File: src/rtl/spi_tx.sv
`timescale 1ns/1ps
`default_nettype none
// ============================================================================
// Module      : spi_tx
// Description : SPI master transmitter, 8/16-bit frames MSB first, selectable
//               sampling edge, full-duplex MISO capture on the sample edge.
// Revision    : 1.0 - initial release
// ============================================================================
module spi_tx #(
   parameter int SCLK_DIV = 8
) (
   input  logic        clk,
   input  logic        rst_n,
   input  logic        wrt,
   input  logic [15:0] tx_data,
   input  logic        len8_16,
   input  logic        edg,
   input  logic        MISO,
   output logic        SS_n,
   output logic        SCLK,
   output logic        MOSI,
   output logic [15:0] rx_data,
   output logic        busy,
   output logic        done
);

   localparam int HALF = SCLK_DIV / 2;
   localparam int HW   = (HALF > 1) ? $clog2(HALF) : 1;
   localparam logic [HW-1:0] C_HALF_LAST = HW'(HALF - 1);

   typedef enum logic [2:0] {
      IDLE  = 3'd0,
      FRONT = 3'd1,
      SHIFT = 3'd2,
      BACK  = 3'd3,
      GAP   = 3'd4
   } state_t;

   state_t        r_state;
   state_t        w_state_nxt;
   logic [HW-1:0] r_half_cnt;
   logic          r_phase;      // 0 = launch half of a bit, 1 = sample half
   logic [4:0]    r_bit_cnt;    // completed sample edges in this frame
   logic [15:0]   r_tx_shift;   // next bit to send is always in [15]
   logic [15:0]   r_rx_shift;
   logic          r_len8;
   logic          r_edg;

   logic          w_half_end;
   logic          w_sample;
   logic          w_bit_end;
   logic          w_last_bit;
   logic [4:0]    w_nbits;

   logic          w_ss_n_nxt;
   logic          w_sclk_nxt;
   logic          w_mosi_nxt;
   logic          w_busy_nxt;
   logic          w_done_nxt;

   assign w_half_end = (r_half_cnt == C_HALF_LAST);
   assign w_nbits    = r_len8 ? 5'd8 : 5'd16;
   // The SCLK flop moves to the sample level on the edge after the first
   // cycle of the sample half, so MISO is captured on that same edge.
   assign w_sample   = (r_state == SHIFT) && r_phase && (r_half_cnt == '0);
   assign w_bit_end  = (r_state == SHIFT) && r_phase && w_half_end;
   assign w_last_bit = (r_bit_cnt == w_nbits);

   // State register
   always_ff @(posedge clk or negedge rst_n) begin
      if (!rst_n) r_state <= IDLE;
      else        r_state <= w_state_nxt;
   end

   // Next-state and next-output decode; outputs are registered one clk later
   always_comb begin
      w_state_nxt = r_state;
      w_ss_n_nxt  = 1'b1;
      w_sclk_nxt  = r_edg;
      w_mosi_nxt  = MOSI;
      w_busy_nxt  = 1'b1;
      w_done_nxt  = 1'b0;
      case (r_state)
         IDLE: begin
            w_busy_nxt = 1'b0;
            w_sclk_nxt = edg;
            if (wrt) w_state_nxt = FRONT;
         end
         FRONT: begin
            w_ss_n_nxt = 1'b0;
            w_mosi_nxt = r_tx_shift[15];
            if (w_half_end) w_state_nxt = SHIFT;
         end
         SHIFT: begin
            w_ss_n_nxt = 1'b0;
            w_sclk_nxt = r_phase ? r_edg : ~r_edg;
            w_mosi_nxt = r_tx_shift[15];
            if (w_bit_end && w_last_bit) w_state_nxt = BACK;
         end
         BACK: begin
            w_ss_n_nxt = 1'b0;
            w_mosi_nxt = r_tx_shift[15];
            if (w_half_end) w_state_nxt = GAP;
         end
         GAP: begin
            w_done_nxt = (r_half_cnt == '0);
            if (w_half_end) w_state_nxt = IDLE;
         end
         default: w_state_nxt = IDLE;
      endcase
   end

   // Half-period, phase and bit counters; all cleared on any state change
   always_ff @(posedge clk or negedge rst_n) begin
      if (!rst_n) begin
         r_half_cnt <= '0;
         r_phase    <= 1'b0;
         r_bit_cnt  <= 5'd0;
      end else if (w_state_nxt != r_state) begin
         r_half_cnt <= '0;
         r_phase    <= 1'b0;
         r_bit_cnt  <= 5'd0;
      end else if (r_state != IDLE) begin
         r_half_cnt <= w_half_end ? '0 : r_half_cnt + HW'(1);
         if ((r_state == SHIFT) && w_half_end) r_phase <= ~r_phase;
         if (w_sample) r_bit_cnt <= r_bit_cnt + 5'd1;
      end
   end

   // Frame configuration capture and shift registers
   always_ff @(posedge clk or negedge rst_n) begin
      if (!rst_n) begin
         r_tx_shift <= 16'h0000;
         r_rx_shift <= 16'h0000;
         r_len8     <= 1'b0;
         r_edg      <= 1'b0;
      end else if ((r_state == IDLE) && wrt) begin
         r_tx_shift <= len8_16 ? {tx_data[7:0], 8'h00} : tx_data;
         r_rx_shift <= 16'h0000;
         r_len8     <= len8_16;
         r_edg      <= edg;
      end else begin
         if (w_bit_end && !w_last_bit) r_tx_shift <= {r_tx_shift[14:0], 1'b0};
         if (w_sample)                 r_rx_shift <= {r_rx_shift[14:0], MISO};
      end
   end

   // Output flops, including the received word published with done
   always_ff @(posedge clk or negedge rst_n) begin
      if (!rst_n) begin
         SS_n    <= 1'b1;
         SCLK    <= 1'b0;
         MOSI    <= 1'b0;
         busy    <= 1'b0;
         done    <= 1'b0;
         rx_data <= 16'h0000;
      end else begin
         SS_n <= w_ss_n_nxt;
         SCLK <= w_sclk_nxt;
         MOSI <= w_mosi_nxt;
         busy <= w_busy_nxt;
         done <= w_done_nxt;
         if (w_done_nxt)
            rx_data <= r_len8 ? {8'h00, r_rx_shift[7:0]} : r_rx_shift;
      end
   end

endmodule
`default_nettype wire

File: config.mk
export PLATFORM = sky130hd
export DESIGN_NAME = spi_tx
export DESIGN_NICKNAME = d
export VERILOG_FILES = /design/src/rtl/spi_tx.sv
export SDC_FILE = /design/constraint.sdc
export NUM_CORES = 1
export LEC_CHECK = 0
export BUFFER_PORTS_ARGS = -buffer_cell sky130_fd_sc_hd__buf_2
export CAP_MARGIN = 20
export CORE_UTILIZATION = 55
export CTS_CLUSTER_SIZE = 16
export DETAILED_ROUTE_END_ITERATION = 6
export GPL_ROUTABILITY_DRIVEN = 0
export PLACE_DENSITY_LB_ADDON = 0.05
export SYNTH_ARGS = -nofsm -noshare
export SYNTH_HDL_FRONTEND = slang
export SYNTH_SLANG_ARGS = --single-unit
File: constraint.sdc
create_clock -name clk -period 2.74 [get_ports clk]
set_clock_uncertainty 0.05 [all_clocks]
set_input_delay 0.548 -clock clk [delete_from_list [all_inputs] [get_ports clk]]
set_output_delay 0.548 -clock clk [all_outputs]
set_load 0.05 [all_outputs]
======== After elaboration in Yosys (flattened, before gate mapping) ========
Cells that the tools add are included.
W data, S select, Z words.
cells by class
  $mul .................................... 0
  magnitude comparators ................... 0
  div/mod/pow operators ................... 0
  mux-type cells .......................... 27
  add/sub/neg operators ................... 2
  bitwise logic cells ..................... 2
  shifts and indexed selects .............. 0
  reductions and logical operators ........ 19
  equality and inequality tests ........... 7
operators with widths
  kind                   number
  $mux W16               6
  $mux W5                4
  $mux W3                5
  $pmux W3 S5            1
  $reduce_bool A2 Y1     5
  $logic_and A1 B1 Y1    7
  $mux W1                7
  $eq A3 B2 Y1 const B   2
  $mux W2                3
  $add A5 B1 Y5 const B  1
  $eq A5 B5 Y1           1
  $reduce_and A2 Y1      2
  $eq A3 B1 Y1 const B   1
  $eq A3 B3 Y1 const B   1
  $logic_not A3 Y1       1
  $ne A3 B3 Y1           1
  $reduce_bool A3 Y1     1
  $reduce_or A3 Y1       1
  $add A2 B1 Y2 const B  1
  $eq A2 B2 Y1 const B   1
  $logic_not A2 Y1       1
  $not A1 Y1             2
  $pmux W1 S2            1
  $logic_not A1 Y1       1
storage, ports and cells
  latch bits .............................. 0
  memories ................................ 0
  memory bits (read-only) ................. 0
  word-level logic and storage cells ...... 71
  bits in writable memories ............... 0
  register bits ........................... 66
  input port bits ......................... 22

======== Logic depth before layout (Yosys ltp) ========
  depth in word-level cells ............... 9
  depth in mapped cells ................... 8
  mapped depth without buffers ............ 6

======== Worst setup path after synthesis ========
OpenSTA, ideal clock, no wires.
  path type ............................... flip-flop to flip-flop
  from .................................... register r_half_cnt[0]
  to ...................................... register r_tx_shift[10]
  stages on the path, launching flop included .. 7
  period minus slack after synthesis ...... 1922 ps
  data arrival time ....................... 1747 ps
  library setup time ...................... 125 ps
  slack ................................... 818 ps
  buffers on the path ..................... 2
  cells stage by stage .................... dfrtp_1 > ha_1 > nor4bb_1 > a31o_1 > buf_4 > buf_6 > mux2_2
between the ends
  cells in the longest elaborated chain, start to end .. 4
RTL lines
  element                              RTL line  RTL
  start, declared                      41        logic [HW-1:0] r_half_cnt;
  start signal, assigned               124       r_half_cnt <= w_half_end ? '0 : r_half_cnt + HW'(1);
  $eq A2 B2 Y1                         61        assign w_half_end = (r_half_cnt == C_HALF_LAST);
  $logic_and A1 B1 Y1                  66        assign w_bit_end = (r_state == SHIFT) && r_phase && w_half_end;
  $logic_and A1 B1 Y1                  143       if (w_bit_end && !w_last_bit) r_tx_shift <= {r_tx_shift[14:0], 1'b0};
  $reduce_bool A2 Y1 (no source line)  --
  end signal, assigned                 138       r_tx_shift <= len8_16 ? {tx_data[7:0], 8'h00} : tx_data;
  end signal, assigned                 143
  end, declared                        44        logic [15:0] r_tx_shift;
No other way between the ends.
A chain may end at the register's enable or synchronous reset.

======== Worst setup path in the final report ========
  from .................................... register r_half_cnt[0]
  to ...................................... register r_tx_shift[2]
The elaborated chain is that of the path after synthesis.

==> run metrics <==
outcome=finished, final reports clean; Pins Over Slew Limit=0; Post-CTS Setup Bufs=0; LEAKAGE=1.730 nW; Syn Nets=335; vias per inst=5.238; yosys warns=0; clk slew on worst S/H paths=0.07 ns; clock sinks=66; max cap viols=0; R2R Path Start=r_half_cnt[0]$_DFFE_PN0P_; row count=26; Yosys reg bits=66; CP startpoint kind=flip-flop; final WL=5691 um; Final #Nets=375; Pwr Density=556.3 mW/mm^2; clk_lat worst skew=0.33 ns; width of the die=77.10 um; post-route insts no fill=424; placed cell areas=0.003358 mm^2; crit end category=flip-flop; Synth cell types=38; Final Core Density=67.71%; chip height=77.10 um; minimum clock period after layout=2.294 ns; peak supply drop=0.3313 mV; Fin. Hold Viols=0; Worst EP required=2.94 ns; Pwr Total=1.985 mW; initial antenna violation count=0; I/O pin total=43; placed instance count=408; Die ar.=0.005944 mm^2; vias in the first global route=2188; Synth top area share=52.44%; main area contributors after synthesis=dfrtp_1, nand2_1, mux2_2; drt wl/cell=13.42 um; hpwl dp=3709 um; Synth Instances=309; Root Driver=clkbuf_8; Fmax=0.4359 GHz; largest net degree at the start of global routing=67; Mapped Area=0.003102 mm^2; Arr. time, crit path=2.49 ns; Reg2Reg Depth=5; crit share post-route=83.72%; Crit Path Category=flip-flop to flip-flop; commonest non-fill, non-tap cell in the layout=dfrtp_1; FF-to-FF End=r_tx_shift[2]$_DFFE_PN0P_; CP startpoint=r_half_cnt[0]$_DFFE_PN0P_; H-tree Lvls=3; ANT cells=0; Slew @ Worst Pin=0.6636 ns; area leader, netlist=dfrtp_1; final setup vio count=0; first-pass GRT wire length=9715 um; RSZ-0062 raised after global routing=false; Post-CTS Hold Buffers=0; first drt pass iteration count=4; layout cells sized above 1=23.73%; CTS tree=yes; finished layout cell area=0.003568 mm^2; Vias=2221; I/O Buffers=42; Starting Density=58.86%; crit-path max FO=13; Slew HR=55.76%; Setup TNS=0 ns; sequential area share after synthesis=53.29%; grt ovf=0; Final ANT Viol Nets=0; Num CTS Buffers=9; worst hold slack=0.1530 ns; pre-CTS setup slack=0.4245 ns; GRT Util Overall=21.12%; DRT iter0 DRCs=136; DRC Markers=0; core region area=0.005270 mm^2; r2r setup slk=0.45 ns; clock buffer depth=2; end of the critical path=r_tx_shift[2]$_DFFE_PN0P_; Syn-to-layout area delta=15.05%; post-CTS sizing=0; final worst slack=0.4461 ns; syn_area_per_cell=10.04 um^2; most frequent cells in the layout=dfrtp_1, nand2_1, buf_2; Worst Hold Class=input pin to asynchronous set/reset pin
==> cell usage after synthesis <==
library cell / number
and4_1: 1
nand3_1: 3
a21boi_0: 1
nor3b_2: 1
or3_1: 3
buf_6: 3
nor2b_1: 3
nor4b_1: 1
nor3b_1: 6
nand3b_1: 2
or4b_4: 1
a21oi_1: 31
dfrtp_1: 65
a31o_1: 1
clkbuf_1: 7
o21a_1: 1
mux2i_1: 17
a31oi_1: 1
nand2b_1: 8
ha_1: 4
o2111ai_1: 1
inv_1: 17
and3b_1: 1
nor3_1: 3
nor2_1: 7
o22ai_1: 1
buf_2: 9
nand2_1: 59
a2bb2oi_1: 1
xnor2_1: 2
nor4bb_1: 1
a22o_1: 1
o21ai_0: 25
nand4_1: 1
dfstp_2: 1
mux2_2: 17
buf_4: 1
and3_1: 1
==> worst max-delay path, stage by stage, from the launching register on <==
cell and delay, ns:
dfrtp_1 0.39, ha_1 0.31, nor4bb_1 0.43, a31o_1 0.58, buf_4 0.24, mux2i_1 0.21
==> routing by layer <==
metal | global-route usage, % | wire length [um] | share of wire [%] | vias up
met4 | 11.70 | 99 | 1.7 | 0
met5 | 0 | 0 | 0 | -
li1 | - | - | - | 1127
met2 | 33.75 | 2605 | 46 | 48
met1 | 27.37 | 2817 | 49 | 1038
met3 | 3.571 | 169 | 3.0 | 8
==> worst min path at each step <==
stage | cells past startpoint | slack [ns] | start | to
2_1_floorplan | 0 | 0.20 | rst_n | MOSI$_DFFE_PN0N_
3_3_place_gp | 2 | 0.41 | rx_data[10]$_DFFE_PN0P_ | rx_data[10]$_DFFE_PN0P_
3_5_place_dp | 2 | 0.42 | rx_data[8]$_DFFE_PN0P_ | rx_data[8]$_DFFE_PN0P_
4_1_cts | 2 | 0.17 | rst_n | r_tx_shift[13]$_DFFE_PN0P_
5_1_grt | 2 | 0.20 | rst_n | r_tx_shift[13]$_DFFE_PN0P_
6_report | 2 | 0.15 | rst_n | r_tx_shift[13]$_DFFE_PN0P_
==> state kept, by name, indices dropped and copies added, names as in the netlist <==
name        count
r_phase         1
r_bit_cnt       5
busy            1
r_edg           1
r_half_cnt      2
r_tx_shift     16
r_state         3
MOSI            1
rx_data        16
SS_n            1
r_rx_shift     16
SCLK            1
r_len8          1
done            1
==> cells by family (layout without fill, tap and decap cells) <==
| group | after synthesis | count (layout) | synth area share (%) |
|---|---|---|---|
| AOI/OAI and AO/OA | 64 | 64 | 11.05 |
| xor gates and xnor gates | 2 | 2 | 0.5648 |
| adders and majority gates | 4 | 4 | 1.614 |
| buffers and inverters | 37 | 82 | 5.688 |
| DFF | 66 | 66 | 53.29 |
| muxes | 34 | 34 | 11.66 |
| and+or+nand+nor | 102 | 102 | 16.14 |
==> power breakdown <==
part | internal, mW | switching (mW)
Clock | 0.512 | 0.365
Combinational | 0.0421 | 0.0515
Sequential | 0.998 | 0.0172
Total | 1.55 | 0.433
==> cell type report <==
class	instances	area, um^2
fill	427	1702
timing repair buffer	49	275.3
sequential	66	1653
inverter	17	63.81
clock buffer	11	131.4
clock inverter	5	78.83
tap	70	87.58
multi-input combinational	206	1279
Note: power is estimated with default switching activity, not from simulation.
